$ cat config.mk
export PLATFORM = sky130hd
export DESIGN_NAME = button_fifo_flat
export DESIGN_NICKNAME = d
export VERILOG_FILES = /design/src/rtl/fifo_pkg.sv /design/src/rtl/button_fifo_if.sv /design/src/rtl/button_fifo_edge_detect.sv /design/src/rtl/button_fifo.sv /design/src/flat_wrapper.sv
export SDC_FILE = /design/constraint.sdc
export NUM_CORES = 1
export LEC_CHECK = 0
export CORE_MARGIN = 1
export CORE_UTILIZATION = 47
export CTS_BUF_LIST = sky130_fd_sc_hd__clkbuf_8 sky130_fd_sc_hd__clkbuf_16
export DETAILED_ROUTE_END_ITERATION = 12
export HOLD_SLACK_MARGIN = 0.15
export PLACE_DENSITY = 0.67
export SYNTH_ARGS = -nofsm -noshare
export SYNTH_HDL_FRONTEND = slang
export SYNTH_SLANG_ARGS = --single-unit
$ cat constraint.sdc
create_clock -name fifoClk -period 5.65 [get_ports fifoClk]
set_input_delay 0.565 -clock fifoClk [delete_from_list [all_inputs] [get_ports fifoClk]]
set_output_delay 0.565 -clock fifoClk [all_outputs]
set_load 0.05 [all_outputs]
$ cat src/rtl/fifo_pkg.sv
// ---------------------------------------------------------------------------
// fifo_pkg
// Shared constants for the push-button FIFO: default word width and depth,
// plus the derived pointer and occupancy-count widths.
// ---------------------------------------------------------------------------
package fifo_pkg;

  localparam int FIFO_DATA_WIDTH = 8;
  localparam int FIFO_DEPTH      = 8;

  // Pointer width; the count needs one extra bit to represent DEPTH itself.
  localparam int FIFO_ADDR_WIDTH = $clog2(FIFO_DEPTH);
  localparam int FIFO_CNT_WIDTH  = FIFO_ADDR_WIDTH + 1;

endpackage : fifo_pkg

$ cat src/rtl/button_fifo_if.sv
// ---------------------------------------------------------------------------
// button_fifo_if
// Groups the FIFO request and status signals.
//   master : the debouncer/switch side. It drives fifoPush, fifoPop,
//            fifoDataIn and fifoClrErr, and observes the status outputs.
//   slave  : the FIFO. It consumes the requests and drives fifoDataOut,
//            fifoFull, fifoEmpty, fifoCount, fifoOverflow and fifoUnderflow.
// ---------------------------------------------------------------------------
interface button_fifo_if
  import fifo_pkg::*;
#(
  parameter int DATA_WIDTH = FIFO_DATA_WIDTH,
  parameter int DEPTH      = FIFO_DEPTH
);

  localparam int CNT_WIDTH = $clog2(DEPTH) + 1;

  logic                  fifoPush;
  logic                  fifoPop;
  logic [DATA_WIDTH-1:0] fifoDataIn;
  logic                  fifoClrErr;
  logic [DATA_WIDTH-1:0] fifoDataOut;
  logic                  fifoFull;
  logic                  fifoEmpty;
  logic [CNT_WIDTH-1:0]  fifoCount;
  logic                  fifoOverflow;
  logic                  fifoUnderflow;

  modport master (
    output fifoPush, fifoPop, fifoDataIn, fifoClrErr,
    input  fifoDataOut, fifoFull, fifoEmpty, fifoCount,
           fifoOverflow, fifoUnderflow
  );

  modport slave (
    input  fifoPush, fifoPop, fifoDataIn, fifoClrErr,
    output fifoDataOut, fifoFull, fifoEmpty, fifoCount,
           fifoOverflow, fifoUnderflow
  );

endinterface : button_fifo_if

$ cat src/rtl/button_fifo_edge_detect.sv
// ---------------------------------------------------------------------------
// edge_detect
// Turns each 0->1 transition of a level input into a single-cycle pulse.
// The pulse is registered, so it appears one cycle after the rising edge
// is sampled. Both registers reset to 0, so a level that is already high
// when reset releases is seen as a rising edge.
//   clk     : clock, rising edge
//   rst_n   : asynchronous active-low reset
//   level_i : level input
//   pulse_o : one-cycle pulse per rising edge of level_i
// ---------------------------------------------------------------------------
module edge_detect (
  input  logic clk,
  input  logic rst_n,
  input  logic level_i,
  output logic pulse_o
);

  logic prev_q;
  logic pulse_q;

  always_ff @(posedge clk or negedge rst_n) begin
    if (!rst_n) begin
      prev_q  <= 1'b0;
      pulse_q <= 1'b0;
    end else begin
      prev_q  <= level_i;
      pulse_q <= level_i & ~prev_q;
    end
  end

  assign pulse_o = pulse_q;

endmodule : edge_detect

$ cat src/rtl/button_fifo.sv
// ---------------------------------------------------------------------------
// button_fifo
// Synchronous FIFO placed after the push-button debouncers. A push stores
// the switch word, and a pop loads the oldest word into a held output
// register that drives the LEDs. Full, empty, occupancy and sticky
// overflow/underflow flags drive the status display. All outputs are
// registered.
//
// Ports:
//   fifoClk : clock, rising edge
//   fifoRst : asynchronous active-low reset
//   bus     : button_fifo_if.slave. Carries the push/pop/clear requests,
//             the data in, and every status and data output.
//
// Build option FIFO_EDGE_DETECT_EN: when defined, fifoPush and fifoPop are
// treated as levels. Each rising edge yields one request, one cycle later.
// When undefined, they are used directly as per-cycle strobes.
// ---------------------------------------------------------------------------
module button_fifo
  import fifo_pkg::*;
#(
  parameter int DATA_WIDTH = FIFO_DATA_WIDTH,
  parameter int DEPTH      = FIFO_DEPTH
) (
  input  logic          fifoClk,
  input  logic          fifoRst,
  button_fifo_if.slave  bus
);

  localparam int ADDR_WIDTH = $clog2(DEPTH);
  localparam int CNT_WIDTH  = ADDR_WIDTH + 1;

  localparam logic [ADDR_WIDTH-1:0] PTR_ONE   = ADDR_WIDTH'(1);
  localparam logic [CNT_WIDTH-1:0]  CNT_ONE   = CNT_WIDTH'(1);
  localparam logic [CNT_WIDTH-1:0]  CNT_FULL  = CNT_WIDTH'(DEPTH);

  // Request strobes, either taken straight from the bus or edge-detected.
  logic push_s;
  logic pop_s;

`ifdef FIFO_EDGE_DETECT_EN
  edge_detect u_push_edge (
    .clk     (fifoClk),
    .rst_n   (fifoRst),
    .level_i (bus.fifoPush),
    .pulse_o (push_s)
  );

  edge_detect u_pop_edge (
    .clk     (fifoClk),
    .rst_n   (fifoRst),
    .level_i (bus.fifoPop),
    .pulse_o (pop_s)
  );
`else
  assign push_s = bus.fifoPush;
  assign pop_s  = bus.fifoPop;
`endif

  logic [DATA_WIDTH-1:0] mem_q [DEPTH];

  logic [ADDR_WIDTH-1:0] wr_ptr_q,   wr_ptr_d;
  logic [ADDR_WIDTH-1:0] rd_ptr_q,   rd_ptr_d;
  logic [CNT_WIDTH-1:0]  count_q,    count_d;
  logic                  full_q,     full_d;
  logic                  empty_q,    empty_d;
  logic [DATA_WIDTH-1:0] data_out_q, data_out_d;
  logic                  ovf_q,      ovf_d;
  logic                  udf_q,      udf_d;

  logic push_ok;
  logic pop_ok;

  // A push into a full FIFO is still accepted when a pop frees the head
  // slot on the same edge.
  assign push_ok = push_s & (~full_q | pop_s);
  assign pop_ok  = pop_s & ~empty_q;

  // NOTE: every signal gets a default at the top of always_comb, so no
  // path leaves a value unassigned and no latch is inferred.
  always_comb begin
    wr_ptr_d   = wr_ptr_q;
    rd_ptr_d   = rd_ptr_q;
    count_d    = count_q;
    data_out_d = data_out_q;
    ovf_d      = ovf_q;
    udf_d      = udf_q;

    if (push_ok) wr_ptr_d = wr_ptr_q + PTR_ONE;
    if (pop_ok) begin
      rd_ptr_d   = rd_ptr_q + PTR_ONE;
      data_out_d = mem_q[rd_ptr_q];
    end

    unique case ({push_ok, pop_ok})
      2'b10:   count_d = count_q + CNT_ONE;
      2'b01:   count_d = count_q - CNT_ONE;
      default: count_d = count_q;
    endcase

    // Flags are decoded from the next count so that they stay registered
    // and in step with fifoCount.
    full_d  = (count_d == CNT_FULL);
    empty_d = (count_d == '0);

    // Sticky error flags: when a set and a clear arrive together, the set wins.
    if (push_s && !push_ok)  ovf_d = 1'b1;
    else if (bus.fifoClrErr) ovf_d = 1'b0;

    if (pop_s && !pop_ok)    udf_d = 1'b1;
    else if (bus.fifoClrErr) udf_d = 1'b0;
  end

  // NOTE: sequential state uses non-blocking assignments only. A pop and
  // a push on the same full-FIFO edge then read the old head and write
  // the freed slot without racing each other.
  always_ff @(posedge fifoClk or negedge fifoRst) begin
    if (!fifoRst) begin
      wr_ptr_q   <= '0;
      rd_ptr_q   <= '0;
      count_q    <= '0;
      full_q     <= 1'b0;
      empty_q    <= 1'b1;
      data_out_q <= '0;
      ovf_q      <= 1'b0;
      udf_q      <= 1'b0;
    end else begin
      wr_ptr_q   <= wr_ptr_d;
      rd_ptr_q   <= rd_ptr_d;
      count_q    <= count_d;
      full_q     <= full_d;
      empty_q    <= empty_d;
      data_out_q <= data_out_d;
      ovf_q      <= ovf_d;
      udf_q      <= udf_d;
    end
  end

  // NOTE: the storage array has no reset. The pointers and count define
  // which entries are valid, so stale contents are never observed, and
  // leaving the array unreset lets it map onto plain flops or LUT RAM.
  always_ff @(posedge fifoClk) begin
    if (push_ok) mem_q[wr_ptr_q] <= bus.fifoDataIn;
  end

  assign bus.fifoDataOut   = data_out_q;
  assign bus.fifoFull      = full_q;
  assign bus.fifoEmpty     = empty_q;
  assign bus.fifoCount     = count_q;
  assign bus.fifoOverflow  = ovf_q;
  assign bus.fifoUnderflow = udf_q;

endmodule : button_fifo

$ cat src/flat_wrapper.sv
// flat-port wrapper written by rule: the top's interface ports become plain ports
module button_fifo_flat import fifo_pkg::*;
#(
  parameter int DATA_WIDTH = FIFO_DATA_WIDTH,
  parameter int DEPTH      = FIFO_DEPTH
)
  (fifoClk, fifoRst, bus_fifoPush, bus_fifoPop, bus_fifoDataIn, bus_fifoClrErr, bus_fifoDataOut, bus_fifoFull, bus_fifoEmpty, bus_fifoCount, bus_fifoOverflow, bus_fifoUnderflow);
  button_fifo_if #(.DATA_WIDTH(DATA_WIDTH), .DEPTH(DEPTH)) bus_i ();
  input  logic fifoClk;
  input  logic fifoRst;
  input wire logic [$bits(bus_i.fifoPush)-1:0] bus_fifoPush;
  input wire logic [$bits(bus_i.fifoPop)-1:0] bus_fifoPop;
  input wire logic [$bits(bus_i.fifoDataIn)-1:0] bus_fifoDataIn;
  input wire logic [$bits(bus_i.fifoClrErr)-1:0] bus_fifoClrErr;
  output wire logic [$bits(bus_i.fifoDataOut)-1:0] bus_fifoDataOut;
  output wire logic [$bits(bus_i.fifoFull)-1:0] bus_fifoFull;
  output wire logic [$bits(bus_i.fifoEmpty)-1:0] bus_fifoEmpty;
  output wire logic [$bits(bus_i.fifoCount)-1:0] bus_fifoCount;
  output wire logic [$bits(bus_i.fifoOverflow)-1:0] bus_fifoOverflow;
  output wire logic [$bits(bus_i.fifoUnderflow)-1:0] bus_fifoUnderflow;
  assign bus_i.fifoPush = bus_fifoPush;
  assign bus_i.fifoPop = bus_fifoPop;
  assign bus_i.fifoDataIn = bus_fifoDataIn;
  assign bus_i.fifoClrErr = bus_fifoClrErr;
  assign bus_fifoDataOut = bus_i.fifoDataOut;
  assign bus_fifoFull = bus_i.fifoFull;
  assign bus_fifoEmpty = bus_i.fifoEmpty;
  assign bus_fifoCount = bus_i.fifoCount;
  assign bus_fifoOverflow = bus_i.fifoOverflow;
  assign bus_fifoUnderflow = bus_i.fifoUnderflow;
  button_fifo #(.DATA_WIDTH(DATA_WIDTH), .DEPTH(DEPTH)) u_core (.fifoClk(fifoClk), .fifoRst(fifoRst), .bus(bus_i));
endmodule
# After elaboration in Yosys (flattened, before gate mapping)

Memory sizes are Yosys's and may differ from the RTL's. A register that Yosys moved wholly into a read port is not among the register bits.
Cells that the tools add are included.

Flip-flop bits (word level): 14
Memory bits (writable): 64
Input bits: 13
Output and inout port bits: 16
Logic and storage cells: 34
Memories kept: 1

Memory list:

| name         | depth | width | rd ports | clocked after Yosys merged registers in | wr ports | RTL line          | source |
|---|---|---|---|---|---|---|---|
| u_core.mem_q | 8     | 8     | 1        | 1                                       | 1        | button_fifo.sv:60 | `logic [DATA_WIDTH-1:0] mem_q [DEPTH];` |

Add/sub/neg operators: 4
Equal/unequal tests: 3
Mux-type cells: 6
Bitwise operators: 5
Reduce and logical (&&, ||, !) cells: 8

Operators with widths:

| cell                  | number |
|---|---|
| $pmux W4 S2           | 1 |
| $add A3 B1 Y3 const B | 2 |
| $mux W1               | 5 |
| $add A4 B1 Y4 const B | 1 |
| $eq A4 B4 Y1 const B  | 1 |
| $logic_not A4 Y1      | 1 |
| $reduce_bool A2 Y1    | 2 |
| $sub A4 B1 Y4 const B | 1 |
| $logic_not A1 Y1      | 3 |
| $and A1 B1 Y1         | 2 |
| $eq A2 B1 Y1 const B  | 1 |
| $eq A2 B2 Y1 const B  | 1 |
| $logic_and A1 B1 Y1   | 2 |
| $not A1 Y1            | 2 |
| $or A1 B1 Y1          | 1 |

# Depth between registers and ports, before layout

Gate-level depths: netlist of the first run.

Word-level depth: 6
Mapped depth: 10
Gate-level depth less buffers: 9

# Least setup slack after synthesis of the first run

Ideal clock, no wire load.

Path kind: register -> register
Start: register u_core.empty_q, in the netlist u_core.bus.fifoEmpty
End: register u_core.empty_q, in the netlist u_core.bus.fifoEmpty
Library setup time: 67 ps
Arrival: 2,376 ps
Data required time: 5,583 ps
Setup slack: 3,207 ps
Stages on the path, launching flop included: 10
Buffers on the path: 1
Period minus slack after synthesis: 2,443 ps
Cells stage by stage: dfstp_2 -> nand2b_1 -> clkbuf_1 -> inv_1 -> ha_1 -> or4b_1 -> a31oi_1 -> xnor2_1 -> inv_1 -> nor2_1

Word-level cells in the longest chain between the ends: 5
Elaborated cells between the ends (all ways): 6
Those cells by class: eq/ne (2); mux (1); bitwise (2); reduce/logical (1)

RTL lines:

| element                                      | RTL line           | source |
|---|---|---|
| start: declaration                           | button_fifo.sv:66  | `logic empty_q, empty_d;` |
| start signal: assignment                     | button_fifo.sv:132 | `empty_q <= empty_d;` |
| $not A1 Y1 (*)                               | button_fifo.sv:77  | `assign pop_ok = pop_s & ~empty_q;` |
| $and A1 B1 Y1 (*)                            | button_fifo.sv:77  |  |
| $eq A2 B1 Y1 or $eq A2 B2 Y1 (tied branches) | button_fifo.sv:95  | `unique case ({push_ok, pop_ok})` |
| $pmux W4 S2 (*)                              | button_fifo.sv:95  |  |
| via u_core.count_d[3]                        | button_fifo.sv:64  | `logic [CNT_WIDTH-1:0] count_q, count_d;` |
| $logic_not A4 Y1 (*)                         | button_fifo.sv:104 | `empty_d = (count_d == '0);` |
| via u_core.empty_d                           | button_fifo.sv:66  |  |

Mark *: on every way through the listed nets, which the timed path passes. The rest lies on a longest branch.
A chain may end at the register's enable or synchronous reset.

# Worst setup path in the final report of the first run

Start: input bus_fifoPop
End: register u_core.empty_q, in the netlist u_core.bus.fifoEmpty

Word-level cells in the longest chain between the ends: 5
Elaborated cells between the ends (all ways): 7
Those cells by class: eq/ne (2); mux (1); bitwise (3); reduce/logical (1)

RTL lines:

| element                                      | RTL line           | source |
|---|---|---|
| start: declaration                           | flat_wrapper.sv:12 | `input wire logic [$bits(bus_i.fifoPop)-1:0] bus_fifoPop;` |
| $or A1 B1 Y1                                 | button_fifo.sv:76  | `assign push_ok = push_s & (~full_q \| pop_s);` |
| $and A1 B1 Y1                                | button_fifo.sv:76  |  |
| $eq A2 B1 Y1 or $eq A2 B2 Y1 (tied branches) | button_fifo.sv:95  |  |
| $pmux W4 S2 (*)                              | button_fifo.sv:95  |  |
| via u_core.count_d[3]                        | button_fifo.sv:64  |  |
| $logic_not A4 Y1 (*)                         | button_fifo.sv:104 |  |
| via u_core.empty_d                           | button_fifo.sv:66  |  |

Marked as above.

==> results of run 1 <==
[through the flow]
stage / setup WS (ns) / power, mW
finish: 2.88 / 2.14
global route: 2.67 / 2.25
CTS: 2.86 / 2.16
detailed placement: 2.50 / 1.75
global placement: 2.58 / 1.74
floorplan: 3.21 / 1.52
[sequential cells by signal (all words and copies together), names as in the netlist]
name,flops
u_core.bus.fifoCount,4
u_core.bus.fifoOverflow,1
u_core.bus.fifoFull,1
u_core.bus.fifoDataOut,8
u_core.mem_q,64
u_core.wr_ptr_q,3
u_core.bus.fifoUnderflow,1
u_core.rd_ptr_q,3
u_core.bus.fifoEmpty,1
[path summary, 6_finish.rpt]
path	cells past startpoint	startpoint	to	slack [ns]
setup reg to reg	8	u_core.bus.fifoEmpty	u_core.bus.fifoEmpty	2.95
min in group asynchronous	1	fifoRst	u_core.bus.fifoFull	0.77
max in group asynchronous	1	fifoRst	u_core.bus.fifoDataOut[4]	4.27
hold reg to reg	2	u_core.bus.fifoDataOut[3]	u_core.bus.fifoDataOut[3]	0.48
hold / removal	2	u_core.bus.fifoDataOut[3]	u_core.bus.fifoDataOut[3]	0.48
setup / recovery	9	bus_fifoPop	u_core.bus.fifoEmpty	2.88
[final cells by class]
cell class | count | area share
tap | 96 | 0.0301
sequential | 86 | 0.621
clock buffer | 10 | 0.0345
multi-input combinational | 97 | 0.223
timing repair buffer | 30 | 0.0741
inverter | 5 | 0.00471
clock inverter | 6 | 0.0132
[cells in the mapped netlist]
master     n
nor4b_1    1
or4b_1     2
buf_4      1
nor3_1     2
o22a_1     1
o21ai_0    9
a21oi_1    2
o22ai_1    1
nand2_1   19
nor2b_1    1
nand3_1    2
mux2i_1    9
or2_2      1
a31oi_1    1
nor3b_1    2
edfxtp_1  64
ha_1       4
clkbuf_1   2
nor3b_2    1
clkbuf_2   1
mux2_2     2
buf_1      2
buf_2      1
mux4_2    16
dfrtp_1   21
nand2b_1   4
dfstp_2    1
xor2_1     3
nor2_1     9
xnor2_1    5
inv_1      5
[power groups by stage]
stage                     Combinational [mW]  Sequential, mW  Clock, mW
final                                  0.739           0.990      0.409
after global routing                   0.793            1.02      0.442
after CTS                              0.747           0.996      0.420
after detailed placement               0.746            1.01          0
after global placement                 0.737            1.01          0
after floorplan                        0.423            1.10          0
[per-layer routing]
metal | track usage | routed length (microns) | vias to the layer above
li1 | - | - | 808
met2 | 0.277 | 2880 | 42
met5 | 0 | 0 | -
met3 | 0.0313 | 200 | 11
met1 | 0.218 | 2500 | 838
met4 | 0.0835 | 121 | 0
[kinds of logic (layout without fill, tap and decap cells)]
kind of cell               after synthesis  after routing
buffers and inverters                   12             51
xor gates and xnor gates                 8              8
DFF                                     86             86
adders and majority gates                4              4
muxes                                   27             27
and+or+nand+nor                         44             44
AOI/OAI and AO/OA                       14             14
[worst reg2reg max path, delay by kind of cell (launching register included)]
family	cells	cell delay [ns]
AOI/OAI and AO/OA	1	0.20
adders and majority gates	1	0.27
xor gates and xnor gates	1	0.16
buffers and inverters	2	0.25
and+or+nand+nor	3	1.19
DFF	1	0.57
==> impl_results.md, run 1 <==
* Status: completed
* Critical path data arrival time at about 3 ns
* Most frequent cells in the layout: edfxtp_1 (64), clkdlybuf4s50_1 (28), dfrtp_1 (21)
* CTS tree: done
* Post-synthesis cell area at 3410 sq um
* Final wirelength at ~5700 microns
* Final setup violating endpoints at 0
* CP delay by family, top: simple AND/OR/NAND/NOR gates
* Die Ht at between 80 and 90 microns
* Vias at 1,699
* Minimum clock period at ~2.8 ns
* Io pins at 29
* Post-CTS Setup Repair Bufs at 0
* Clock Power Share at 0.191
* Largest cells by area after synthesis: edfxtp_1 (56%), dfrtp_1 (15%), mux4_2 (11%), mux2i_1 (2.6%), nand2_1 (2.1%)
* #FFs+latches synth at between 80 and 90
* Mean Syn Cell Area at 17.5 sq um
* Number of hold violations in the final report at 0
* Internal at roughly 1.4 mW
* IO Port Bufs at 28
* Seq. cell area at 2470 sq um
* Largest family of logic cells by synthesized area: multiplexers
* DIE AREA at about 7600 sq um
* DR DRC count at 0
* Clock transition at the registers of the reported paths at about 0.080 ns
* Overflow after GRT at 0
* CP Data Required Time at 5.93 ns
* Hold buffers post-CTS at 0
* Worst path max stage delay at 0.52 ns
* Adder-cell share of the synthesized area at 0.0147
* Initial core utilization at 0.494
* Clock Latency Late Sink at about 0.34 ns
* CTS Sinks at between 80 and 90
* Clock skew at approximately 0.011 ns
* Antenna viol nets, final at 0
* Pwr/cell area at 536 nW/um^2
* Final cell count without fillers at 330
* Inst Count DP at 314
* Area delta synth->final at 16.8%
* Vias in the first global route at between 1,500 and 2,000
* Post_cts resized at 0
* Post-synthesis mux area share at 0.139
* Max FO, Critical Path at 19
* # diodes at 0
* CP endpoint kind: flop
* Total CTS buffers at 9
* Buf+Inv Stages, Crit Path at 3
* Post-DP Area at ~3800 sq um
* Worst path cell trace: clkdlybuf4s50_1 > nand2b_1 > inv_1 > ha_1 > or4b_1 > a31oi_1 > xnor2_1 > inv_1 > nor2_1
* DR pass1 iterations at 4
* CP Launch Type: primary input
* Setup total negative slack at 0 ns
* Leakage at between 1 and 1.5 nW
* Max Fclk at between 300 and 400 MHz
* Tot GR Track Use at 0.169
* Post-synth top area share at 0.563
* Gpl congestion at 0.729
* Clock Tree Buf Depth at 2
* Die width at about 87 microns
* Max Cap Viol at 0
* Final period utilization at 0.490
* Post-synthesis cell type count at 31
* Top cell by count, worst path: inv_1
* Largest net degree at the start of global routing at 23
* RSZ-0062 raised after global routing: no
* Max-slew violation count at 0
* Worst-margin pin slew at approximately 1.1 ns
* Final Util at 0.577
* Clock root cell: clkbuf_8
* Nets at roughly 250
* Sw Pwr at between 0.7 and 0.8 mW
* CP Class: in2reg
* First DRT Iteration DRCs at 94
* Post-Synth Simple-Gate Area at 0.0641
* Worst hold path type: reg2reg
* Xor and xnor area share after synthesis at 0.0205
* Design Area, Final at 3990 sq um
* Routed length per instance at about 17 microns
* WHS at between 0.4 and 0.5 ns
* Area leader, netlist: edfxtp_1
* H-tree levels at 3
* Post-synth net total at approximately 210
* Layout cells sized above 1 at 0.158
* Multi-input gate area at between 800 and 900 sq um
* Combinational Power Share at 0.346
* Dpl hpwl at approximately 3600 microns
* VDD IR max at ~0.2 mV
* Post-Syn Instances at slightly below 200
* Ys Warns at 0
* Register share of total power at 0.463
* Worst slew margin at 0.277
* Cell Rows at 30
* Master of the slowest instance on the critical path: or4b_1
* # fillers at between 500 and 600
* Core ar. at around 6900 sq um
* Initial antenna violation count at 0
* First-pass GRT wire length at between 9000 and 10,000 microns
* Sw frac at 0.356
* Via/cell ratio at 5.15
* Synth Area in Compound Gates at 0.0224
* Most common cell after layout, fill and taps aside: edfxtp_1
* Register area share after synthesis at 0.725
No activity file was read; power rests on OpenSTA's default activity.
==> run 2, diff against run 1 <==
--- a/config.mk
+++ b/config.mk
@@ -10,7 +10,7 @@
 export CTS_BUF_LIST = sky130_fd_sc_hd__clkbuf_8 sky130_fd_sc_hd__clkbuf_16
 export DETAILED_ROUTE_END_ITERATION = 12
 export HOLD_SLACK_MARGIN = 0.15
-export PLACE_DENSITY = 0.67
+export PLACE_DENSITY = 0.7
 export SYNTH_ARGS = -nofsm -noshare
 export SYNTH_HDL_FRONTEND = slang
 export SYNTH_SLANG_ARGS = --single-unit
==> constraint.sdc (replaced) <==
create_clock -name fifoClk -period 2.5 [get_ports fifoClk]
set_input_delay 0.25 -clock fifoClk [delete_from_list [all_inputs] [get_ports fifoClk]]
set_output_delay 0.25 -clock fifoClk [all_outputs]
set_load 0.05 [all_outputs]
==> run 2 against run 1 <==
Compared with the run above:
- clock power is 120% higher
- non-clock buffer count increased by 15
- clock-buffer cell count down 1
- critical path depth decreased by 1
- combinational power grew to 2.5 times the previous value
- hold slack got worse by 0.23 ns
- design area up 2.8%
- via count increased by 2.0%
- sequential share of layout area decreased by 1.7 points
- highest routed layer unchanged
- wire length grew 3.1%
- utilization rose by 1.6 points
==> impl_results.md, run 2 (synthesized netlist as in run 1, its figures left out) <==
* Status: completed
* Nets at approximately 260
* Setup slack after layout at about 0.36 ns
* Worst-margin pin slew at about 0.58 ns
* H-tree levels at 3
* Via/cell ratio at ~5.0
* Core ar. at between 6000 and 7000 sq um
* Inst Count DP at 329
* Final wirelength at slightly below 6000 microns
* Final setup violating endpoints at 0
* # fillers at 547
* CP endpoint kind: flop
* Die Ht at around 87 microns
* Total power at 4.91 mW
* Post-place setup slack at ~0.056 ns
* Vias at around 1,700
* Initial core utilization at 0.494
* Most flop-heavy register: u_core.mem_q
* CTS Sinks at between 80 and 90
* Io pins at 29
* Die width at 87.2 microns
* First DRT Iteration DRCs at around 140
* Vias in the first global route at around 1,800
* DR DRC count at 0
* Layout cells sized above 1 at 0.210
* Clock root cell: clkbuf_8
* Max FO, Critical Path at 5
* Worst hold path type: in2async
* DR pass1 iterations at 4
* Number of hold violations in the final report at 0
* Minimum clock period at approximately 2.1 ns
* Multi-input gate area at 888 sq um
* Pwr/cell area at between 1000 and 1500 nW/um^2
* DIE AREA at 7610 sq um
* Worst slew margin at 0.613
* Overflow after GRT at 0
* Initial antenna violation count at 0
* Most common cell after layout, fill and taps aside: edfxtp_1
* Cell Rows at 30
* Leakage at 1.48 nW
* Max-slew violation count at 0
* Total CTS buffers at 9
* Final cell count without fillers at 344
* Clock Tree Buf Depth at 2
* WHS at ~0.25 ns
* Post-CTS Setup Repair Bufs at 0
* Most frequent cells in the layout: edfxtp_1 (64), clkdlybuf4s50_1 (28), dfrtp_1 (21)
* Hold buffers post-CTS at 0
* Area delta synth->final at 20.0%
* CP Data Required Time at ~2.8 ns
* Clock transition at the registers of the reported paths at 0.08 ns
* Largest register FFs at 64
* Max Fclk at ~470 MHz
* Antenna viol nets, final at 0
* CP Launch Type: flop
* # diodes at 0
* Largest net degree at the start of global routing at 23
* Setup total negative slack at 0 ns
* Clock Latency Late Sink at between 0.3 and 0.4 ns
* RSZ-0062 raised after global routing: no
* CTS tree: done
* CP Class: reg2reg
* Dpl hpwl at roughly 3800 microns
* VDD IR max at approximately 0.49 mV
* Critical path data arrival time at between 2 and 2.5 ns
* Max Cap Viol at 0
* Seq. cell area at about 2500 sq um
* Gpl congestion at about 0.74
* Clock skew at about 0.0046 ns
* First-pass GRT wire length at approximately 9600 microns
* Final period utilization at 0.856
* Tot GR Track Use at 0.182
* Routed length per instance at 17.1 microns
* Post_cts resized at 0
* IO Port Bufs at 28
[run 2: cell types whose count changed in the layout (fill, tap and decap cells not counted), sizes merged]
cell | before | now
clkinvlp | 0 | 1
clkbuf | 10 | 9
clkinv | 4 | 2
buf | 2 | 17
inv | 6 | 7
[run 2: power by group]
part	internal (mW)	switching [mW]	leakage (nW)	total, mW
registers	1.87	0.260	0.848	2.13
clock network	0.456	0.465	0.0969	0.920
logic	0.826	1.03	0.531	1.86
[run 2: layout make-up]
class	instances	area share
multi-input cells	97	0.217
inverters	5	0.00458
flip-flops and latches	86	0.604
repair buffers	45	0.0996
well taps	96	0.0293
clock inverters	6	0.0156
clock buffers	9	0.0302
[run 2: routing by layer]
metal  global-route usage  up-vias  part of all wire
li1                     -      836                 -
met1                0.231      854              0.43
met2                0.297       38              0.51
met3               0.0626        5             0.044
met4               0.0581        0             0.012
met5                    0        -                 0
[run 2: metrics by stage]
step	cell area, sq um	util
floorplan	3410	-
global placement	3910	0.566
detailed placement	3910	0.566
CTS	4100	0.593
global route	4100	0.593
finish	4100	0.593
[run 2: final timing paths]
check / startpoint / endpoint / slack [ns] / depth (start not counted)
min reg2reg: u_core.bus.fifoDataOut[2] / u_core.bus.fifoDataOut[2] / 0.48 / 2
max in group asynchronous: fifoRst / u_core.bus.fifoEmpty / 1.97 / 2
max reg2reg: u_core.bus.fifoEmpty / u_core.bus.fifoEmpty / 0.36 / 8
min in group fifoClk: u_core.bus.fifoDataOut[2] / u_core.bus.fifoDataOut[2] / 0.48 / 2
min: fifoRst / u_core.bus.fifoOverflow / 0.25 / 2
max: u_core.bus.fifoEmpty / u_core.bus.fifoEmpty / 0.36 / 8
[run 2: critical path: stages (launching register included)]
cell	delay, ns
dfstp_2	0.57
nand2b_1	0.13
inv_1	0.07
ha_1	0.22
or4b_1	0.52
a31oi_1	0.21
xnor2_1	0.17
inv_1	0.08
nor2_1	0.10
